--- src/rtl/riscv_mem_access_unit.sv ---
// Load/store unit: aligns, checks and sequences one data-memory access
// per request over a simple req/ack bus, stalling the pipeline meanwhile.
module riscv_mem_access_unit #(
    parameter int unsigned TIMEOUT = 255
) (
    input  logic        clk,
    input  logic        rst,
    input  logic        MemRead,
    input  logic        MemWrite,
    input  logic [2:0]  funct3,
    input  logic [31:0] addr,
    input  logic [31:0] wdata,
    output logic        stall,
    output logic [31:0] rdata,
    output logic        done,
    output logic        fault,
    output logic        bus_req,
    output logic        bus_we,
    output logic [31:0] bus_addr,
    output logic [3:0]  bus_be,
    output logic [31:0] bus_wdata,
    input  logic        bus_ack,
    input  logic [31:0] bus_rdata
);

    typedef enum logic [1:0] {IDLE, REQ, DONE, ERR} state_t;

    localparam logic [7:0] CNT_LAST = 8'(TIMEOUT - 1);

    state_t      state_q, state_d;
    logic [7:0]  cnt_q, cnt_d;
    logic [2:0]  funct3_q, funct3_d;
    logic [1:0]  off_q, off_d;
    logic        bus_req_q, bus_req_d;
    logic        bus_we_q, bus_we_d;
    logic [31:0] bus_addr_q, bus_addr_d;
    logic [3:0]  bus_be_q, bus_be_d;
    logic [31:0] bus_wdata_q, bus_wdata_d;
    logic [31:0] rdata_q, rdata_d;
    logic        done_q, done_d;
    logic        fault_q, fault_d;

    logic        req;
    logic        illegal;
    logic [3:0]  be_new;
    logic [31:0] wd_new;
    logic [31:0] shifted;
    logic [31:0] load_ext;

    assign req = MemRead | MemWrite;

    always_comb begin
        illegal = 1'b0;
        if (MemRead && MemWrite)
            illegal = 1'b1;
        if (funct3 == 3'b011 || funct3 == 3'b110 || funct3 == 3'b111)
            illegal = 1'b1;
        if (MemWrite && funct3[2])
            illegal = 1'b1;
        if (funct3[1:0] == 2'b01 && addr[0])
            illegal = 1'b1;
        if (funct3[1:0] == 2'b10 && addr[1:0] != 2'b00)
            illegal = 1'b1;
    end

    always_comb begin
        be_new = 4'b1111;
        wd_new = wdata;
        case (funct3[1:0])
            2'b00: begin
                be_new = 4'b0001 << addr[1:0];
                wd_new = {4{wdata[7:0]}};
            end
            2'b01: begin
                be_new = 4'b0011 << addr[1:0];
                wd_new = {2{wdata[15:0]}};
            end
            default: ;
        endcase
    end

    // Lane select then extend; funct3[2] picks zero-extension.
    assign shifted = bus_rdata >> {off_q, 3'b000};

    always_comb begin
        load_ext = shifted;
        case (funct3_q[1:0])
            2'b00: load_ext = funct3_q[2] ? {24'b0, shifted[7:0]}
                                          : {{24{shifted[7]}}, shifted[7:0]};
            2'b01: load_ext = funct3_q[2] ? {16'b0, shifted[15:0]}
                                          : {{16{shifted[15]}}, shifted[15:0]};
            default: ;
        endcase
    end

    always_comb begin
        state_d     = state_q;
        cnt_d       = cnt_q;
        funct3_d    = funct3_q;
        off_d       = off_q;
        bus_req_d   = bus_req_q;
        bus_we_d    = bus_we_q;
        bus_addr_d  = bus_addr_q;
        bus_be_d    = bus_be_q;
        bus_wdata_d = bus_wdata_q;
        rdata_d     = rdata_q;
        done_d      = 1'b0;
        fault_d     = 1'b0;
        case (state_q)
            IDLE: begin
                if (req) begin
                    funct3_d = funct3;
                    off_d    = addr[1:0];
                    if (illegal) begin
                        state_d = ERR;
                        fault_d = 1'b1;
                    end else begin
                        state_d     = REQ;
                        cnt_d       = 8'd0;
                        bus_req_d   = 1'b1;
                        bus_we_d    = MemWrite;
                        bus_addr_d  = {addr[31:2], 2'b00};
                        bus_be_d    = be_new;
                        bus_wdata_d = wd_new;
                    end
                end
            end
            REQ: begin
                if (bus_ack) begin
                    state_d   = DONE;
                    bus_req_d = 1'b0;
                    done_d    = 1'b1;
                    if (!bus_we_q)
                        rdata_d = load_ext;
                end else if (cnt_q == CNT_LAST) begin
                    state_d   = ERR;
                    bus_req_d = 1'b0;
                    fault_d   = 1'b1;
                    cnt_d     = 8'd0;
                end else begin
                    cnt_d = cnt_q + 8'd1;
                end
            end
            DONE:    state_d = IDLE;
            ERR:     state_d = IDLE;
            default: state_d = IDLE;
        endcase
    end

    always_ff @(posedge clk or posedge rst) begin
        if (rst) begin
            state_q     <= IDLE;
            cnt_q       <= 8'd0;
            funct3_q    <= 3'b000;
            off_q       <= 2'b00;
            bus_req_q   <= 1'b0;
            bus_we_q    <= 1'b0;
            bus_addr_q  <= 32'd0;
            bus_be_q    <= 4'd0;
            bus_wdata_q <= 32'd0;
            rdata_q     <= 32'd0;
            done_q      <= 1'b0;
            fault_q     <= 1'b0;
        end else begin
            state_q     <= state_d;
            cnt_q       <= cnt_d;
            funct3_q    <= funct3_d;
            off_q       <= off_d;
            bus_req_q   <= bus_req_d;
            bus_we_q    <= bus_we_d;
            bus_addr_q  <= bus_addr_d;
            bus_be_q    <= bus_be_d;
            bus_wdata_q <= bus_wdata_d;
            rdata_q     <= rdata_d;
            done_q      <= done_d;
            fault_q     <= fault_d;
        end
    end

    assign stall     = (state_q == IDLE && req) || state_q == REQ;
    assign rdata     = rdata_q;
    assign done      = done_q;
    assign fault     = fault_q;
    assign bus_req   = bus_req_q;
    assign bus_we    = bus_we_q;
    assign bus_addr  = bus_addr_q;
    assign bus_be    = bus_be_q;
    assign bus_wdata = bus_wdata_q;

endmodule

--- config.mk ---
export PLATFORM = sky130hd
export DESIGN_NAME = riscv_mem_access_unit
export DESIGN_NICKNAME = d
export VERILOG_FILES = /design/src/rtl/riscv_mem_access_unit.sv
export SDC_FILE = /design/constraint.sdc
export NUM_CORES = 1
export LEC_CHECK = 0
export ABC_CLOCK_PERIOD_IN_PS = 4200
export CORE_MARGIN = 2
export CORE_UTILIZATION = 45
export CTS_CLUSTER_SIZE = 10
export DETAILED_ROUTE_END_ITERATION = 10
export PLACE_DENSITY = 0.81
export SLEW_MARGIN = 20
export SYNTH_ARGS = -nofsm -noshare
export SYNTH_HDL_FRONTEND = slang
export SYNTH_SLANG_ARGS = --single-unit
--- constraint.sdc ---
create_clock -name clk -period 4.2 [get_ports clk]
set_input_delay 0.84 -clock clk [delete_from_list [all_inputs] [get_ports clk]]
set_output_delay 0.84 -clock clk [all_outputs]
set_load 0.005 [all_outputs]
Yosys cells after proc, flatten, opt, wreduce, memory -nomap -nowiden
Cells that the tools add are included.
W data, S select, Z words.

word-level totals
  flip-flop bits (word level) = 117
  output and inout port bits = 105
  word-level logic and storage cells = 85

cells by class
  $add $sub $neg = 1
  equal/unequal tests = 14
  shift operators = 3
  muxes and demuxes = 32
  bitwise operators = 3
  reductions and logical operators = 20

operator list
  operator               count
  $pmux W32 S2           2
  $mux W32               2
  $mux W8                4
  $shr A32 B5 Y32        1
  $pmux W8 S2            1
  $mux W1                15
  $add A8 B1 Y8 const B  1
  $eq A8 B8 Y1 const B   1
  $mux W2                4
  $pmux W4 S2            1
  $reduce_and A4 Y1      2
  $eq A2 B1 Y1 const B   3
  $eq A2 B2 Y1 const B   3
  $eq A3 B3 Y1 const B   2
  $logic_not A2 Y1       3
  $ne A2 B2 Y1 const B   3
  $pmux W2 S3            1
  $reduce_and A3 Y1      2
  $logic_and A1 B1 Y1    5
  $pmux W1 S2            2
  $reduce_and A2 Y1      2
  $reduce_bool A2 Y1     2
  $shl A1 B2 Y4 const A  1
  $shl A2 B2 Y4 const A  1
  6 further kinds        9

Logic depth before layout (Yosys ltp)
Gate-level depths: netlist (run 1).

  depth after elaboration = 10
  mapped depth = 7

Worst setup path before layout (run 1)
No wires, ideal clock.

  kind = input to register
  from = in MemRead
  to = reg bus_addr_q[10] (netlist: bus_addr[10])
  arrival time = 2.094 ns
  path slack = 1.979 ns
  stages on the path = 6
  path through = nor2_1 > or3_4 > nor3_4 > buf_4 > buf_6 > mux2_1

on the way
  longest elaborated chain between the ends = 8

RTL lines
  element                               line  source
  start, declared                       8     input logic MemRead,
  $logic_and A1 B1 Y1                   54    if (MemRead && MemWrite)
  $mux W1                               54
  $mux W1                               56    if (funct3 == 3'b011 || funct3 == 3'b110 || funct3 == 3'b111)
  $mux W1                               58    if (MemWrite && funct3[2])
  $mux W1                               60    if (funct3[1:0] == 2'b01 && addr[0])
  $mux W1                               62    if (funct3[1:0] == 2'b10 && addr[1:0] != 2'b00)
  $not A1 Y1 (no source line)           -
  $reduce_and A3 Y1 (no source line) *  -
  end signal, assigned                  171   bus_addr_q <= bus_addr_d;
  end, declared                         36    logic [31:0] bus_addr_q, bus_addr_d;

Mark *: on every way between the ends. The rest lies on a longest branch, timed or not.
A chain may end at the register's enable or synchronous reset.

Final worst setup path (run 1)
  from = in MemWrite
  to = out stall

on the way
  longest elaborated chain between the ends = 3

RTL lines
  element              line  source
  start, declared      9     input logic MemWrite,
  $or A1 B1 Y1         50    assign req = MemRead | MemWrite;
  $logic_and A1 B1 Y1  180   assign stall = (state_q == IDLE && req) || state_q == REQ;
  $logic_or A1 B1 Y1   180
  end, declared        13    output logic stall,

No other way between the ends.

==> metrics.yaml, run 1 <==
placed_design:
  io_buffers: 206
  gp_congestion: 0.858
  placed_cells: 815
  dp_hpwl_um: 10900
setup_path:
  crit_type: "in2out"
  worstPathArrival_ns: 2.04
  critPathCaptureType: "primary output"
  slowest_delay_ns: 0.53
  crit_family: "buffers and inverters"
  crit_top_cell: "clkdlybuf4s50_1"
  startpoint_type: "input pin"
  crit_slowest_cell: "clkdlybuf4s50_1"
  critPathRequiredTime_ns: 3.36
  cp.buffers_inverters: 2
  worstPathMaxFanout: 5
  crit_path_cell_trace: "clkdlybuf4s50_1 -> nor3_1 -> nor2_1 -> clkdlybuf4s50_1"
drt:
  dr_wl_met3_um: 1510
  drtAntennaViolNets: 0
  viasPerCell: 5.47
  top_layer: "met4"
  drc_errors: 0
  drt-wirelength-per-cell_um: 18.1
  dr_wl_met2_um: 7470
  met1_length_um: 6020
  routed_wl_um: 15300
  vias: 4626
  drt_iter0_drc: 206
  first_pass_iters: 6
power:
  intPower_mw: 4.02
  powerDensity_nw_per_um2: 700
  power_mw: 5.79
  power_frac_clock_pct: 23.3
  power_frac_comb_pct: 40.8
  vdd_drop_max_uv: 411
  sw_frac_of_total_pct: 30.5
  seqPwrFrac_pct: 35.8
  p_leak_nw: 3.47
  p_sw_mw: 1.77
clock_tree:
  cts_tree: "built"
  cts_sinks: 117
  clk_pin_slew_ns: 0.05
  cts_hold_buf: 0
  root_buffer: "clkbuf_16"
  cts_max_path_buffers: 2
  post_cts_resized: 0
  cts_inserted_buffers: 17
  postCtsSetupRepairBufs: 0
  worstSkewPairLatency_ns: 0.42
  cts_max_level: 4
floorplan:
  die-area_um2: 13200
  die_w_um: 115
  initial_utilization_pct: 46.2
  ios: 209
  core-area_um2: 12000
  die_h_um: 115
  core.rowCount: 40
sta:
  skew_ns: 0.00681
  finalMaxSlewViolations: 0
  fin_crit_ns: 2.88
  max_freq_mhz: 347
  tightestPinTransition_ns: 1.07
  timing.slew.headroom_pct: 28.3
  fin_crit_sh_pct: 68.6
  rsz0062_at_grt: "false"
  final.setup.tns_ns: 0
  setup_viol: 0
  hold_violations: 0
yosys:
  synth_edf_count: 0
  synth_seq_cells: 117
  syn_area_per_cell_um2: 11.5
  synthCells: 483
  synthArstFlopShare_pct: 100
  synthTopCellsByArea: "dfrtp_1 (53%), mux2_2 (15%), mux2i_1 (4.5%)"
  synth_top_area_share_pct: 52.8
  synth-main-ff-cell: "dfrtp_1"
  synth-seq-area-share_pct: 52.8
  yosys_warnings: 0
  synth_area_leader_cell: "dfrtp_1"
  syn-cell-area_um2: 5550
  synth_cell_types: 44
final_layout:
  finish.net_count: 793
  areaGrowthSynthToFinish_pct: 49.1
  final_cell_count_no_fill: 846
  drive_above_1_share_pct: 16.7
  postLayoutCoreUtil_pct: 68.9
  final_cell_mix: "clkdlybuf4s50_1 (206), dfrtp_1 (117), mux2_2 (76)"
  diodes: 0
  final_common_cell: "clkdlybuf4s50_1"
global_route:
  grt_pass1_vias: 4936
  grt_usage_pct: 23.9
  grt_pass1_wl_um: 24500
  grt-ovfl-total: 0
  grt_max_degree: 91
  antenna_found_initial: 0
outcome:
  status: "complete, no violations"
min_path:
  hold_class: "reg2reg"
flow_run:
  cap_violations: 0
==> metrics by stage <==
stage	area, um2	hold slack (ns)	setup slack [ns]
floorplan	5550	0.470	0.259
global placement	7720	0.461	1.26
detailed placement	7720	0.465	1.17
CTS	8270	0.477	1.30
global route	8270	0.507	1.26
finish	8270	0.475	1.32
==> power by group through the flow <==
stage	Combinational (mW)	Clock, mW	Sequential, mW
3_3_place_gp	2.29	0	2.05
3_5_place_dp	2.36	0	2.08
2_1_floorplan	1.03	0	2.03
5_1_grt	2.57	1.42	2.15
4_1_cts	2.39	1.37	2.07
6_report	2.36	1.35	2.07
==> logic make-up after synthesis <==
family | share of synthesized area [%]
buf+inv | 3.68
flops | 52.8
simple gates | 9.42
mux | 23.2
compound gates | 10.4
fa+ha+maj | 0.451
other cells | 0.0676
==> per-layer routing <==
metal	track usage, %	vias up
met2	39.6	218
li1	-	2135
met4	10.3	0
met5	0	-
met3	10.0	32
met1	27.2	2241
==> state kept, by name (all words and copies together) (netlist names) <==
name       cells
off_q          2
bus_wdata     32
fault          1
state_q        2
done           1
bus_be         4
bus_we         1
funct3_q       3
bus_req        1
bus_addr      30
cnt_q          8
rdata         32
==> final cells by class <==
| class | count | area (um2) |
|---|---|---|
| inverters | 12 | 50.0 |
| flip-flops and latches | 117 | 2930 |
| well taps | 147 | 184 |
| fillers | 883 | 3740 |
| clock buffers | 28 | 507 |
| clock inverters | 3 | 42.5 |
| repair buffers | 214 | 2130 |
| multi-input cells | 325 | 2430 |
==> Yosys cell counts (2+ instances only) <==
master,count
inv_1,12
nor2b_1,3
nand3_1,7
nand2_1,54
buf_1,3
ha_1,2
buf_4,3
buf_2,10
or4_1,2
and3_1,2
or2_2,2
o21ai_1,2
o22a_1,3
a21oi_1,18
nor2_1,30
mux2_1,16
a31oi_1,2
buf_6,3
o2bb2ai_1,8
o221ai_1,2
nor3_1,7
mux2_2,76
o21ai_0,31
o211ai_1,7
o311ai_0,8
dfrtp_1,117
clkbuf_1,11
mux2i_1,25
nand2b_1,2
==> worst min-delay path, delay by kind of cell, from the launching register on <==
family | cells | cell delay, ns
DFF | 1 | 0.34
and+or+nand+nor | 2 | 0.10
==> path summary, 6_finish.rpt <==
path                                 startpoint                  endpoint  slack, ns  cells past startpoint
hold reg to reg            rdata[5]$_DFFE_PP0P_      rdata[5]$_DFFE_PP0P_       0.47                      2
hold / removal             rdata[5]$_DFFE_PP0P_      rdata[5]$_DFFE_PP0P_       0.47                      2
setup / recovery                       MemWrite                     stall       1.32                      4
min in group asynchronous                   rst  bus_addr[16]$_DFFE_PP0P_       0.95                      2
max in group asynchronous                   rst     bus_be[3]$_DFFE_PP0P_       2.50                      3
setup reg to reg           off_q[1]$_DFFE_PP0P_     rdata[18]$_DFFE_PP0P_       1.50                      4
Power figures use the tool's default switching activity.
==> run 2: changes to the inputs <==
ABC_CLOCK_PERIOD_IN_PS = 2850   (was 4200)
clock period = 2.85 ns   (was 4.2 ns; I/O delays follow)
==> metrics.yaml, run 2 (synthesized netlist as in run 1, its figures left out) <==
outcome:
  status: "complete, no violations"
placed_design:
  gp_congestion: 0.845  # -1.5%
  dp_hpwl_um: 11000  # +0.83%
  io_buffers: 206  # unchanged
  placed_cells: 824  # +1.1%
  dpl_cell_area_um2: 7810  # +1.2%
power:
  power_mw: 8.60  # +48%
  p_leak_nw: 3.54  # +2.0%
  powerDensity_nw_per_um2: 1020  # +46%
  vdd_drop_max_uv: 568  # +38%
min_path:
  hold_class: "reg2reg"
  whs_path_depth: 2  # unchanged
  hp-start: "rdata[3]$_DFFE_PP0P_"
  hold-path-endpoint: "rdata[3]$_DFFE_PP0P_"
drt:
  drt-wirelength-per-cell_um: 17.6  # -2.9%
  first_pass_iters: 4  # -2
  vias: 4616  # -0.22%
  drt_iter0_drc: 264  # +28%
  drtAntennaViolNets: 0  # unchanged
  routed_wl_um: 15000  # -1.8%
  drc_errors: 0  # unchanged
  viasPerCell: 5.39  # -1.4%
setup_path:
  crit_slowest_cell: "clkdlybuf4s50_1"
  crit_top_cell: "clkdlybuf4s50_1"
  r2r_slack_ns: 0.76  # -0.74 ns
  cp.buffers_inverters: 2  # unchanged
  critPathCaptureType: "primary output"
  r2r-start: "off_q[0]$_DFFE_PP0P_"
  worstPathArrival_ns: 1.78  # -0.26 ns
  slowest_delay_ns: 0.54  # about the same
  r2r_cells: 6  # +2
  crit_path_cell_trace: "clkdlybuf4s50_1 -> nor3_1 -> nor2_1 -> clkdlybuf4s50_1"
  startpoint_type: "input pin"
  critPathRequiredTime_ns: 2.28  # -1.08 ns
  timing.rr.end: "rdata[21]$_DFFE_PP0P_"
  worstPathMaxFanout: 5  # unchanged
  crit_family: "buffers and inverters"
  crit_type: "in2out"
final_layout:
  areaGrowthSynthToFinish_pct: 51.1
  fill_cells: 887  # +0.45%
  final_cell_mix: "clkdlybuf4s50_1 (206), dfrtp_1 (117), mux2_2 (76)"
  seq_area_um2: 2930  # unchanged
  drive_above_1_share_pct: 18.8  # +2.0 points
  final_cell_count_no_fill: 856  # +1.2%
  final_common_cell: "clkdlybuf4s50_1"
  stdcell_area_um2: 8390  # +1.4%
  finish.net_count: 802  # +1.1%
  diodes: 0  # unchanged
  multiInputGateArea_um2: 2430  # unchanged
clock_tree:
  cts_tree: "built"
  cts_sinks: 117  # unchanged
  cts_hold_buf: 0  # unchanged
  cts_max_path_buffers: 2  # unchanged
  cts_inserted_buffers: 17  # unchanged
  clk_pin_slew_ns: 0.05  # about the same
  post_cts_resized: 0  # unchanged
  postCtsSetupRepairBufs: 0  # unchanged
  cts_max_level: 4  # unchanged
  worstSkewPairLatency_ns: 0.42  # about the same
  root_buffer: "clkbuf_16"
global_route:
  antenna_found_initial: 0  # unchanged
  grt_pass1_wl_um: 24500  # about the same
  grt_max_degree: 58  # -36%
  grt-ovfl-total: 0  # unchanged
  grt_usage_pct: 23.7  # -0.23 points
  grt_pass1_vias: 4870  # -1.3%
floorplan:
  core.rowCount: 40  # unchanged
  die_w_um: 115  # unchanged
  ios: 209  # unchanged
  core-area_um2: 12000  # unchanged
  initial_utilization_pct: 46.2  # unchanged
  die_h_um: 115  # unchanged
  die-area_um2: 13200  # unchanged
sta:
  max_freq_mhz: 425
  fin_crit_ns: 2.35
  skew_ns: 0.00551  # -0.00130 ns
  fin_crit_sh_pct: 82.5
  final.setup.tns_ns: 0  # unchanged
  hold_violations: 0  # unchanged
  tightestPinTransition_ns: 0.790  # -0.284 ns
  setup_viol: 0  # unchanged
  finalMaxSlewViolations: 0  # unchanged
  rsz0062_at_grt: "false"
  timing.slew.headroom_pct: 47.2  # +19 points
flow_run:
  cap_violations: 0  # unchanged
run 2: cell types whose count changed in the layout (fill, tap and decap cells not counted), sizes merged:
| cell | previous run | this run |
|---|---|---|
| clkinvlp | 1 | 3 |
| clkbuf | 28 | 23 |
| buf | 8 | 17 |
| clkinv | 1 | 6 |
| inv | 12 | 11 |
run 2: per-layer routing:
metal | vias up | part of all wire [%] | track usage [%]
met5 | - | 0 | 0
li1 | 2154 | - | -
met4 | 0 | 2.0 | 10.0
met1 | 2231 | 38 | 27.2
met2 | 206 | 50 | 39.9
met3 | 25 | 9.9 | 8.75
run 2: area by class of cell:
class                   count  share of cell area, %
repair buffers            223                   26.6
multi-input cells         325                   28.9
clock inverters             9                  0.895
inverters                  12                  0.582
well taps                 147                   2.19
flip-flops and latches    117                   34.9
clock buffers              23                   5.94
run 2: tightest hold or removal path, delay by kind of cell (launching register included):
kind             cells  cell delay (ns)
AND/OR/NAND/NOR      2             0.11
flip-flops           1             0.34
run 2: worst max path at each step:
stage,from,end,cells after the start
2_1_floorplan,rst,bus_addr[10]$_DFFE_PP0P_,1
3_3_place_gp,MemWrite,bus_addr[21]$_DFFE_PP0P_,6
3_5_place_dp,MemWrite,bus_addr[21]$_DFFE_PP0P_,6
4_1_cts,MemWrite,stall,4
5_1_grt,MemWrite,stall,4
6_report,MemWrite,stall,4
run 2: stage by stage:
step	util, %	worst slack (ns)	hold WS [ns]
global placement	65.1	0.271	0.460
finish	69.8	0.498	0.480
detailed placement	65.1	0.219	0.468
global route	69.8	0.450	0.501
CTS	69.8	0.495	0.481
floorplan	-	0.853	0.470
run 2: report_power, final:
group | internal (mW) | switching [mW] | total (mW) | leakage (nW)
sequential | 2.49 | 0.516 | 3.00 | 1.41
clock | 1.30 | 0.731 | 2.03 | 0.285
combinational | 2.20 | 1.36 | 3.56 | 1.84
total | 5.99 | 2.60 | 8.60 | 3.54
